File: src/rtl/module_serial_sub_8bits_if.sv
// Start/busy/done handshake bundle for the bit-serial subtractor.
// The master issues operands; the slave returns {borrow, difference}.
interface module_serial_sub_8bits_if #(
   parameter int WIDTH2 = 8
);
   logic              start_pi;
   logic [WIDTH2-1:0] a_pi;
   logic [WIDTH2-1:0] b_pi;
   logic              busy_po;
   logic              done_po;
   logic [WIDTH2:0]   result_po;

   modport master (
      output start_pi, a_pi, b_pi,
      input  busy_po, done_po, result_po
   );

   modport slave (
      input  start_pi, a_pi, b_pi,
      output busy_po, done_po, result_po
   );
endinterface

File: src/rtl/module_serial_sub_8bits.sv
// Bit-serial subtractor: one full-subtractor cell, LSB first, ripple borrow.
// Result is {borrow, difference}, registered together with the done pulse.
module module_serial_sub_8bits #(
   parameter int WIDTH2 = 8
) (
   input  logic                     clk_pi,
   input  logic                     rst_n_pi,
   module_serial_sub_8bits_if.slave bus
);
   localparam int CW = (WIDTH2 > 2) ? $clog2(WIDTH2) : 1;
   localparam logic [CW-1:0] LAST = CW'(WIDTH2 - 1);

   typedef enum logic [1:0] {
      IDLE  = 2'd0,
      SHIFT = 2'd1,
      DONE  = 2'd2
   } state_t;

   state_t            state_q, state_d;
   logic [WIDTH2-1:0] a_sh, b_sh, diff_sh;
   logic [CW-1:0]     cnt_q;
   logic              borrow_q;
   logic              done_q;
   logic [WIDTH2:0]   res_q;
   logic              a, b, d, bo;

   always_comb begin
      a  = a_sh[0];
      b  = b_sh[0];
      d  = a ^ b ^ borrow_q;
      bo = (~a & b) | (~(a ^ b) & borrow_q);
   end

   always_comb begin
      state_d = state_q;
      unique case (state_q)
         IDLE:    if (bus.start_pi) state_d = SHIFT;
         SHIFT:   if (cnt_q == LAST) state_d = DONE;
         DONE:    state_d = IDLE;
         default: state_d = IDLE;
      endcase
   end

   always_ff @(posedge clk_pi or negedge rst_n_pi) begin
      if (!rst_n_pi) state_q <= IDLE;
      else           state_q <= state_d;
   end

   // Operands latch only in IDLE, so starts during SHIFT/DONE are dropped
   always_ff @(posedge clk_pi or negedge rst_n_pi) begin
      if (!rst_n_pi) begin
         a_sh     <= '0;
         b_sh     <= '0;
         diff_sh  <= '0;
         cnt_q    <= '0;
         borrow_q <= 1'b0;
         done_q   <= 1'b0;
         res_q    <= '0;
      end else begin
         done_q <= (state_q == DONE);
         if (state_q == IDLE && bus.start_pi) begin
            a_sh     <= bus.a_pi;
            b_sh     <= bus.b_pi;
            borrow_q <= 1'b0;
            cnt_q    <= '0;
         end
         if (state_q == SHIFT) begin
            a_sh     <= a_sh >> 1;
            b_sh     <= b_sh >> 1;
            diff_sh  <= {d, diff_sh[WIDTH2-1:1]};
            borrow_q <= bo;
            cnt_q    <= cnt_q + 1'b1;
         end
         if (state_q == DONE) res_q <= {borrow_q, diff_sh};
      end
   end

   assign bus.busy_po   = (state_q != IDLE);
   assign bus.done_po   = done_q;
   assign bus.result_po = res_q;
endmodule

File: src/flat_wrapper.sv
// flat-port wrapper written by rule: the top's interface ports become plain ports
module module_serial_sub_8bits_flat 
#(
   parameter int WIDTH2 = 8
)
  (clk_pi, rst_n_pi, bus_start_pi, bus_a_pi, bus_b_pi, bus_busy_po, bus_done_po, bus_result_po);
  module_serial_sub_8bits_if #(.WIDTH2(WIDTH2)) bus_i ();
  input  logic clk_pi;
  input  logic rst_n_pi;
  input wire logic [$bits(bus_i.start_pi)-1:0] bus_start_pi;
  input wire logic [$bits(bus_i.a_pi)-1:0] bus_a_pi;
  input wire logic [$bits(bus_i.b_pi)-1:0] bus_b_pi;
  output wire logic [$bits(bus_i.busy_po)-1:0] bus_busy_po;
  output wire logic [$bits(bus_i.done_po)-1:0] bus_done_po;
  output wire logic [$bits(bus_i.result_po)-1:0] bus_result_po;
  assign bus_i.start_pi = bus_start_pi;
  assign bus_i.a_pi = bus_a_pi;
  assign bus_i.b_pi = bus_b_pi;
  assign bus_busy_po = bus_i.busy_po;
  assign bus_done_po = bus_i.done_po;
  assign bus_result_po = bus_i.result_po;
  module_serial_sub_8bits #(.WIDTH2(WIDTH2)) u_core (.clk_pi(clk_pi), .rst_n_pi(rst_n_pi), .bus(bus_i));
endmodule
File: config.mk
export PLATFORM = sky130hd
export DESIGN_NAME = module_serial_sub_8bits_flat
export DESIGN_NICKNAME = d
export VERILOG_FILES = /design/src/rtl/module_serial_sub_8bits_if.sv /design/src/rtl/module_serial_sub_8bits.sv /design/src/flat_wrapper.sv
export SDC_FILE = /design/constraint.sdc
export NUM_CORES = 1
export LEC_CHECK = 0
export ABC_AREA = 1
export BUFFER_PORTS_ARGS = -buffer_cell sky130_fd_sc_hd__buf_4
export CORE_MARGIN = 10
export CORE_UTILIZATION = 49
export CTS_CLUSTER_DIAMETER = 60
export DETAILED_ROUTE_END_ITERATION = 16
export PLACE_DENSITY = 0.74
export SYNTH_ARGS = -nofsm -noshare
export SYNTH_HDL_FRONTEND = slang
export SYNTH_SLANG_ARGS = --single-unit
File: constraint.sdc
create_clock -name clk_pi -period 1 [get_ports clk_pi]
set_input_delay 0.1 -clock clk_pi [delete_from_list [all_inputs] [get_ports clk_pi]]
set_output_delay 0.1 -clock clk_pi [all_outputs]
set_load 0.03 [all_outputs]
==> results of run 1 <==
[layout make-up]
| cell class | instances | area [sq um] |
|---|---|---|
| clock buffer | 7 | 96.34 |
| fill | 264 | 978.4 |
| inverter | 13 | 53.80 |
| multi-input combinational | 149 | 770.7 |
| sequential | 40 | 1002 |
| tap | 46 | 57.56 |
| timing repair buffer | 55 | 483.0 |
[metal layers]
layer | vias up | part of all wire [%] | GRT usage (%)
li1 | 765 | - | -
met1 | 701 | 42 | 15.19
met2 | 31 | 51 | 19.75
met3 | 4 | 6.4 | 5.122
met4 | 0 | 0.88 | 3.633
met5 | - | 0 | 0
[worst paths after layout]
| check | end | slack [ps] | from |
|---|---|---|---|
| worst min-delay path | u_core.b_sh[7] | 90 | bus_b_pi[7] |
| worst max-delay path | bus_busy_po | -200 | u_core.state_q[1] |
| min in group asynchronous | u_core.bus.result_po[1] | 330 | rst_n_pi |
| worst max register to register | u_core.diff_sh[7] | -160 | u_core.a_sh[0] |
| worst min register to register | u_core.bus.result_po[0] | 480 | u_core.diff_sh[0] |
| max in group asynchronous | u_core.state_q[1] | 280 | rst_n_pi |
[stage by stage]
step | cells | setup WS [ps] | utilization, %
final | 310 | -199.6 | 71.57
after global placement | 293 | -104.4 | 63.61
after global routing | 310 | -248.6 | 71.57
after CTS | 308 | -188.4 | 69.36
after floorplan | 212 | -82.39 | -
after detailed placement | 293 | -112.3 | 63.61
[registers in the layout, indices dropped and copies added (netlist names)]
| signal | count |
|---|---|
| u_core.diff_sh | 8 |
| u_core.a_sh | 8 |
| u_core.borrow_q | 1 |
| u_core.bus.result_po | 9 |
| u_core.cnt_q | 3 |
| u_core.state_q | 2 |
| u_core.bus.done_po | 1 |
| u_core.b_sh | 8 |
[worst max-delay path, stage by stage, from the launching register on]
cell and delay, ps:
dfrtp_2 440, buf_6 130, nor2_4 90, inv_2 40, buf_6 130
[placed cells by master (no fill, tap or decap)]
cell type and instances:
o21ai_2 10, o21ai_4 1, buf_6 8, buf_12 3, nand3_1 19, nor2_1 1, nand2_4 1, ha_2 1
clkbuf_8 7, fa_1 1, inv_2 3, inv_1 8, o21ai_1 7, nand2_1 88, nand2_2 15, dlygate4sd3_1 1
dfrtp_1 39, inv_4 2, nor2_4 1, or2_4 3, buf_4 43, ha_4 1, dfrtp_2 1
[kinds of logic after synthesis]
group | count (synthesis) | synth area share (%)
fa+ha+maj | 3 | 2.495
flops | 40 | 55.44
simple gates | 126 | 27.79
compound gates | 18 | 6.653
buf+inv | 25 | 7.623
[report_power, final]
part / internal (mW) / leakage, nW / switching [mW]
clock network: 0.614 / 0.0503 / 0.502
registers: 2.28 / 0.509 / 0.403
logic: 1.64 / 0.744 / 2.00
total: 4.54 / 1.30 / 2.91
[timing repair]
| item | in CTS | in global routing |
|---|---|---|
| gates resized for setup | 14 | 23 |
| endpoints found under the setup margin | 35 | 40 |
| setup buffers | 5 | 2 |
| cloned | 3 | 0 |
| hold endpoints to repair | 40 | 0 |
| pin swaps | 4 | 4 |
| hold buffers | 1 | 0 |
[synth_stat cells, drive strengths merged]
cell type and n:
nor2 2, buf 12, nand2 104, ha 2
dfrtp 40, or2 1, o21ai 18, inv 13
nand3 19, fa 1
==> reports/metrics.yaml, run 1 <==
timing:
  setup_tns_ps: -3311
  worst_slack_ps: -199.6
  hold_viol: 0
  slew_violations: 0
  fmax_mhz: 833.6
  rsz0062_at_grt: "yes"
  skew_ps: 5.296
  worstMarginPinSlew_ps: 516.9
  finalCriticalPeriod_ps: 1200
  setup_viol: 35
  period_share_pct: 120.0
  slew-limit-headroom_pct: 65.54
  holdWs_ps: 85.58
floorplan:
  num_io_pins: 30
  dieWidth_microns: 80.70
  rows: 21
  die_height_microns: 80.70
  start_util_pct: 52.45
  coreArea_sq_mm: 0.003442
  dieArea_sq_mm: 0.006512
final_layout:
  fin_area_sq_mm: 0.002464
  drive_gt1_share_pct: 37.88
  syn_to_final_growth_pct: 36.45
  nNetsFinal: 286
  antenna_cells: 0
clocking:
  root_buffer: "clkbuf_8"
  h-tree-depth: 2
  clk_pin_slew_worst_paths_ps: 70
  cts_tree: "built"
  max-clock-path-buffers: 2
  clock_latency_ps: 280
  cts.sinks: 40
  cts_buffers: 5
detailed_routing:
  vias: 1501
  wl_per_cell_microns: 13.16
  ant_nets: 0
  wl_mm: 4.081
  dr.first_iter.drc_count: 113
  firstDrtPassIters: 4
  via_per_inst: 4.842
  drcViolationCount: 0
yosys:
  yosys_warnings: 0
  synthCells: 212
  syn_avg_cell_area_sq_um: 8.516
  ys_seq_area_share_pct: 55.44
  netlist-cell-type-count: 15
  yosysTopAreaCellShare_pct: 55.44
  synthesis.nets: 234
  yosysTopAreaCell: "dfrtp_1"
  ys_ff_latch: 40
  syn_area_sq_mm: 0.001805
  ys_top_cells_by_area: "dfrtp_1, nand2_1, nand3_1"
place:
  place_area_sq_mm: 0.002190
  place.gp.congestion: 0.7822
  place_hpwl_mm: 2.437
  io_buffers: 29
setup_path:
  crit_type: "flop to output pin"
  cp-start-kind: "flop"
  reg2regPathDepth: 3
  crit_path_end_kind: "output pin"
  arrival_ps: 1100
  critPathRequiredTime_ps: 900
  crit_fanout: 2
global_route:
  antenna_found_initial: 0
  grt_remaining_overflow: 0
  grt_pass1_vias: 1472
  grt_usage_pct: 12.45
  grt_max_degree: 41
  grt_pass1_wl_mm: 6.548
power:
  vdd_ir_drop_max_mv: 1.921
  leakage_nw: 1.303
  finalPower_mw: 7.446
  power_density_mw_per_mm2: 3022
flow_run:
  maxCapViolations: 0
hold_path:
  hp-class: "input port to flop"
  whs_path_depth: 3
status:
  outcome: "finished with violations"
  violations: "negative setup slack"
Note: power is estimated with default switching activity, not from simulation.
==> run 2, diff against run 1 <==
--- a/config.mk
+++ b/config.mk
@@ -7,9 +7,7 @@
 export LEC_CHECK = 0
 export ABC_AREA = 1
 export BUFFER_PORTS_ARGS = -buffer_cell sky130_fd_sc_hd__buf_4
-export CORE_MARGIN = 10
 export CORE_UTILIZATION = 49
-export CTS_CLUSTER_DIAMETER = 60
 export DETAILED_ROUTE_END_ITERATION = 16
 export PLACE_DENSITY = 0.74
 export SYNTH_ARGS = -nofsm -noshare
==> run 2 against run 1 <==
  * The flow still finishes with violations (negative setup slack)
  * Largest cell class unchanged
  * Clock power hardly changed
  * Largest power group unchanged
  * Final cell count is 0.97% higher
  * Critical path depth stayed put
  * Routed wire length is 6.0% higher
==> reports/metrics.yaml, run 2 (synthesis gave the netlist of run 1 again) <==
floorplan:
  num_io_pins: 30  # unchanged
  start_util_pct: 52.45  # unchanged
  dieArea_sq_mm: 0.003931  # -40%
  dieWidth_microns: 62.70  # -22%
  die_height_microns: 62.70  # -22%
  coreArea_sq_mm: 0.003442  # unchanged
  rows: 21  # unchanged
global_route:
  grt_pass1_vias: 1499  # +1.8%
  grt_pass1_wl_mm: 6.775  # +3.5%
  antenna_found_initial: 0  # unchanged
  grt_max_degree: 41  # unchanged
  grt_usage_pct: 22.57  # +10 points
  grt_remaining_overflow: 0  # unchanged
final_layout:
  final_cell_mix: "nand2_1, buf_4, dfrtp_1"
  final_common_cell: "nand2_1"
  final_cells: 313  # +0.97%
  syn_to_final_growth_pct: 40.61
  antenna_cells: 0  # unchanged
  drive_gt1_share_pct: 42.32  # +4.4 points
  nNetsFinal: 288  # +0.70%
  largest_register_ffs: 9  # unchanged
power:
  leakage_nw: 1.337  # +2.6%
  clockPowerShare_pct: 13.9  # -1.1 points
  vdd_ir_drop_max_mv: 1.530  # -20%
  switchingPower_mw: 3.174  # +9.1%
  p_sw_share_pct: 40.49  # +1.4 points
  power_density_mw_per_mm2: 3088  # +2.2%
  comb_power_share_pct: 51.4  # +2.4 points
  power_frac_seq_pct: 34.7  # -1.4 points
  internal-power_mw: 4.665  # +2.8%
clocking:
  cts.sinks: 40  # unchanged
  clock_latency_ps: 290  # about the same
  max-clock-path-buffers: 2  # unchanged
  cts_tree: "built"
  cts_buffers: 5  # unchanged
  root_buffer: "clkbuf_8"
  h-tree-depth: 2  # unchanged
  clk_pin_slew_worst_paths_ps: 70  # about the same
setup_path:
  crit_path_cell_trace: "buf_6 -> nor2_4 -> inv_2 -> buf_6"
  crit_path_end_kind: "output pin"
  cp-start-kind: "flop"
  arrival_ps: 1120  # +20 ps
  timing.critical_path.to: "bus_busy_po"
  crit_type: "flop to output pin"
  r2r_start: "u_core.state_q[1]"
  r2r_end: "u_core.b_sh[1]"
  critPathLaunch: "u_core.state_q[1]"
  reg2reg_slack_ps: -190  # -30 ps
  max_stage_delay_ps: 430  # about the same
  reg2regPathDepth: 6  # +3
  cpMostUsedCell: "buf_6"
  slowest_stage: "dfrtp_1"
  critPathRequiredTime_ps: 900  # about the same
  crit_fanout: 2  # unchanged
timing:
  skew_ps: 5.559  # +0.2627 ps
  hold_viol: 0  # unchanged
  slew-limit-headroom_pct: 66.45  # +0.91 points
  finalCriticalPeriod_ps: 1216  # +16.21 ps
  setup_viol: 39  # +11%
  worst_slack_ps: -215.8  # -16.21 ps
  slew_violations: 0  # unchanged
  period_share_pct: 121.6  # +1.6 points
  holdWs_ps: 66.02  # -19.56 ps
  worstMarginPinSlew_ps: 503.2  # -13.68 ps
  fmax_mhz: 822.5  # -1.3%
  rsz0062_at_grt: "yes"
hold_path:
  hp-class: "input port to flop"
  whs_path_depth: 3  # unchanged
detailed_routing:
  wl_mm: 4.325  # +6.0%
  vias: 1563  # +4.1%
  dr.first_iter.drc_count: 73  # -35%
  wl_per_cell_microns: 13.82  # +5.0%
  drcViolationCount: 0  # unchanged
  via_per_inst: 4.994  # +3.1%
  firstDrtPassIters: 4  # unchanged
  ant_nets: 0  # unchanged
place:
  place_hpwl_mm: 2.332  # -4.3%
  io_buffers: 29  # unchanged
  place_inst: 293  # unchanged
  place.gp.congestion: 0.7233  # -7.5%
flow_run:
  maxCapViolations: 0  # unchanged
status:
  violations: "negative setup slack"
  outcome: "finished with violations"
-- run 2: changes by cell type in the layout (fill, tap and decap cells not counted), moves of 2 or more --
cell	delta
nand2_1	-5
nand2_2	+4
clkinv_2	+2
nand3_1	-2
nand3_2	+2
-- run 2: worst min path at each step --
stage | start | endpoint | slack [ps]
finish | bus_b_pi[7] | u_core.b_sh[7] | 70
global route | bus_b_pi[7] | u_core.b_sh[7] | 100
CTS | bus_a_pi[7] | u_core.a_sh[7] | 40
detailed placement | rst_n_pi | u_core.bus.result_po[2] | 100
global placement | rst_n_pi | u_core.bus.result_po[2] | 110
floorplan | rst_n_pi | u_core.a_sh[0] | -200
-- run 2: final cells by class --
| class | instances | area (sq um) |
|---|---|---|
| Clock inverter | 2 | 10.01 |
| Sequential cell | 40 | 1001 |
| Timing Repair Buffer | 57 | 518.0 |
| Clock buffer | 6 | 82.58 |
| Multi-Input combinational cell | 149 | 815.8 |
| Inverter | 13 | 53.80 |
| Fill cell | 253 | 903.4 |
| Tap cell | 46 | 57.56 |
-- run 2: stage by stage --
step | power, mW | util, % | setup TNS (ps) | instance area, sq um | setup WS (ps)
detailed placement | 5.777 | 63.61 | -3380 | 2190 | -148.4
CTS | 7.339 | 70.16 | -4282 | 2415 | -194.8
global route | 8.397 | 73.76 | -6918 | 2539 | -255.1
floorplan | 4.808 | - | -1148 | 1857 | -82.39
global placement | 5.688 | 63.61 | -2702 | 2190 | -124.9
finish | 7.838 | 73.76 | -4649 | 2539 | -215.8
-- run 2: what timing repair did --
item / in CTS / in global routing
cloned: 4 / 0
resized for setup: 23 / 30
endpoints found under the hold margin: 40 / 0
endpoints found under the setup margin: 40 / 40
hold buffers: 1 / 0
pin swaps: 5 / 2
setup buffers: 5 / 3
-- run 2: power by group through the flow --
stage | Sequential, mW | Clock [mW] | Combinational, mW
2_1_floorplan | 2.88 | 0 | 1.93
3_3_place_gp | 2.65 | 0 | 3.04
3_5_place_dp | 2.68 | 0 | 3.10
4_1_cts | 2.65 | 1.10 | 3.59
5_1_grt | 2.79 | 1.17 | 4.44
6_report | 2.72 | 1.09 | 4.03
-- run 2: routing by layer --
layer,track usage (%),share of wire [%],wire length [microns]
met1,29.04,42,1817
met2,36.82,52,2264
met3,4.745,3.6,156
met4,9.593,2.0,87
met5,0,0,0
-- run 2: critical path, delay by kind of cell, from the launching register on --
| kind | cells | cell delay [ps] |
|---|---|---|
| buffers and inverters | 3 | 310 |
| flip-flops | 1 | 430 |
| AND/OR/NAND/NOR | 1 | 90 |
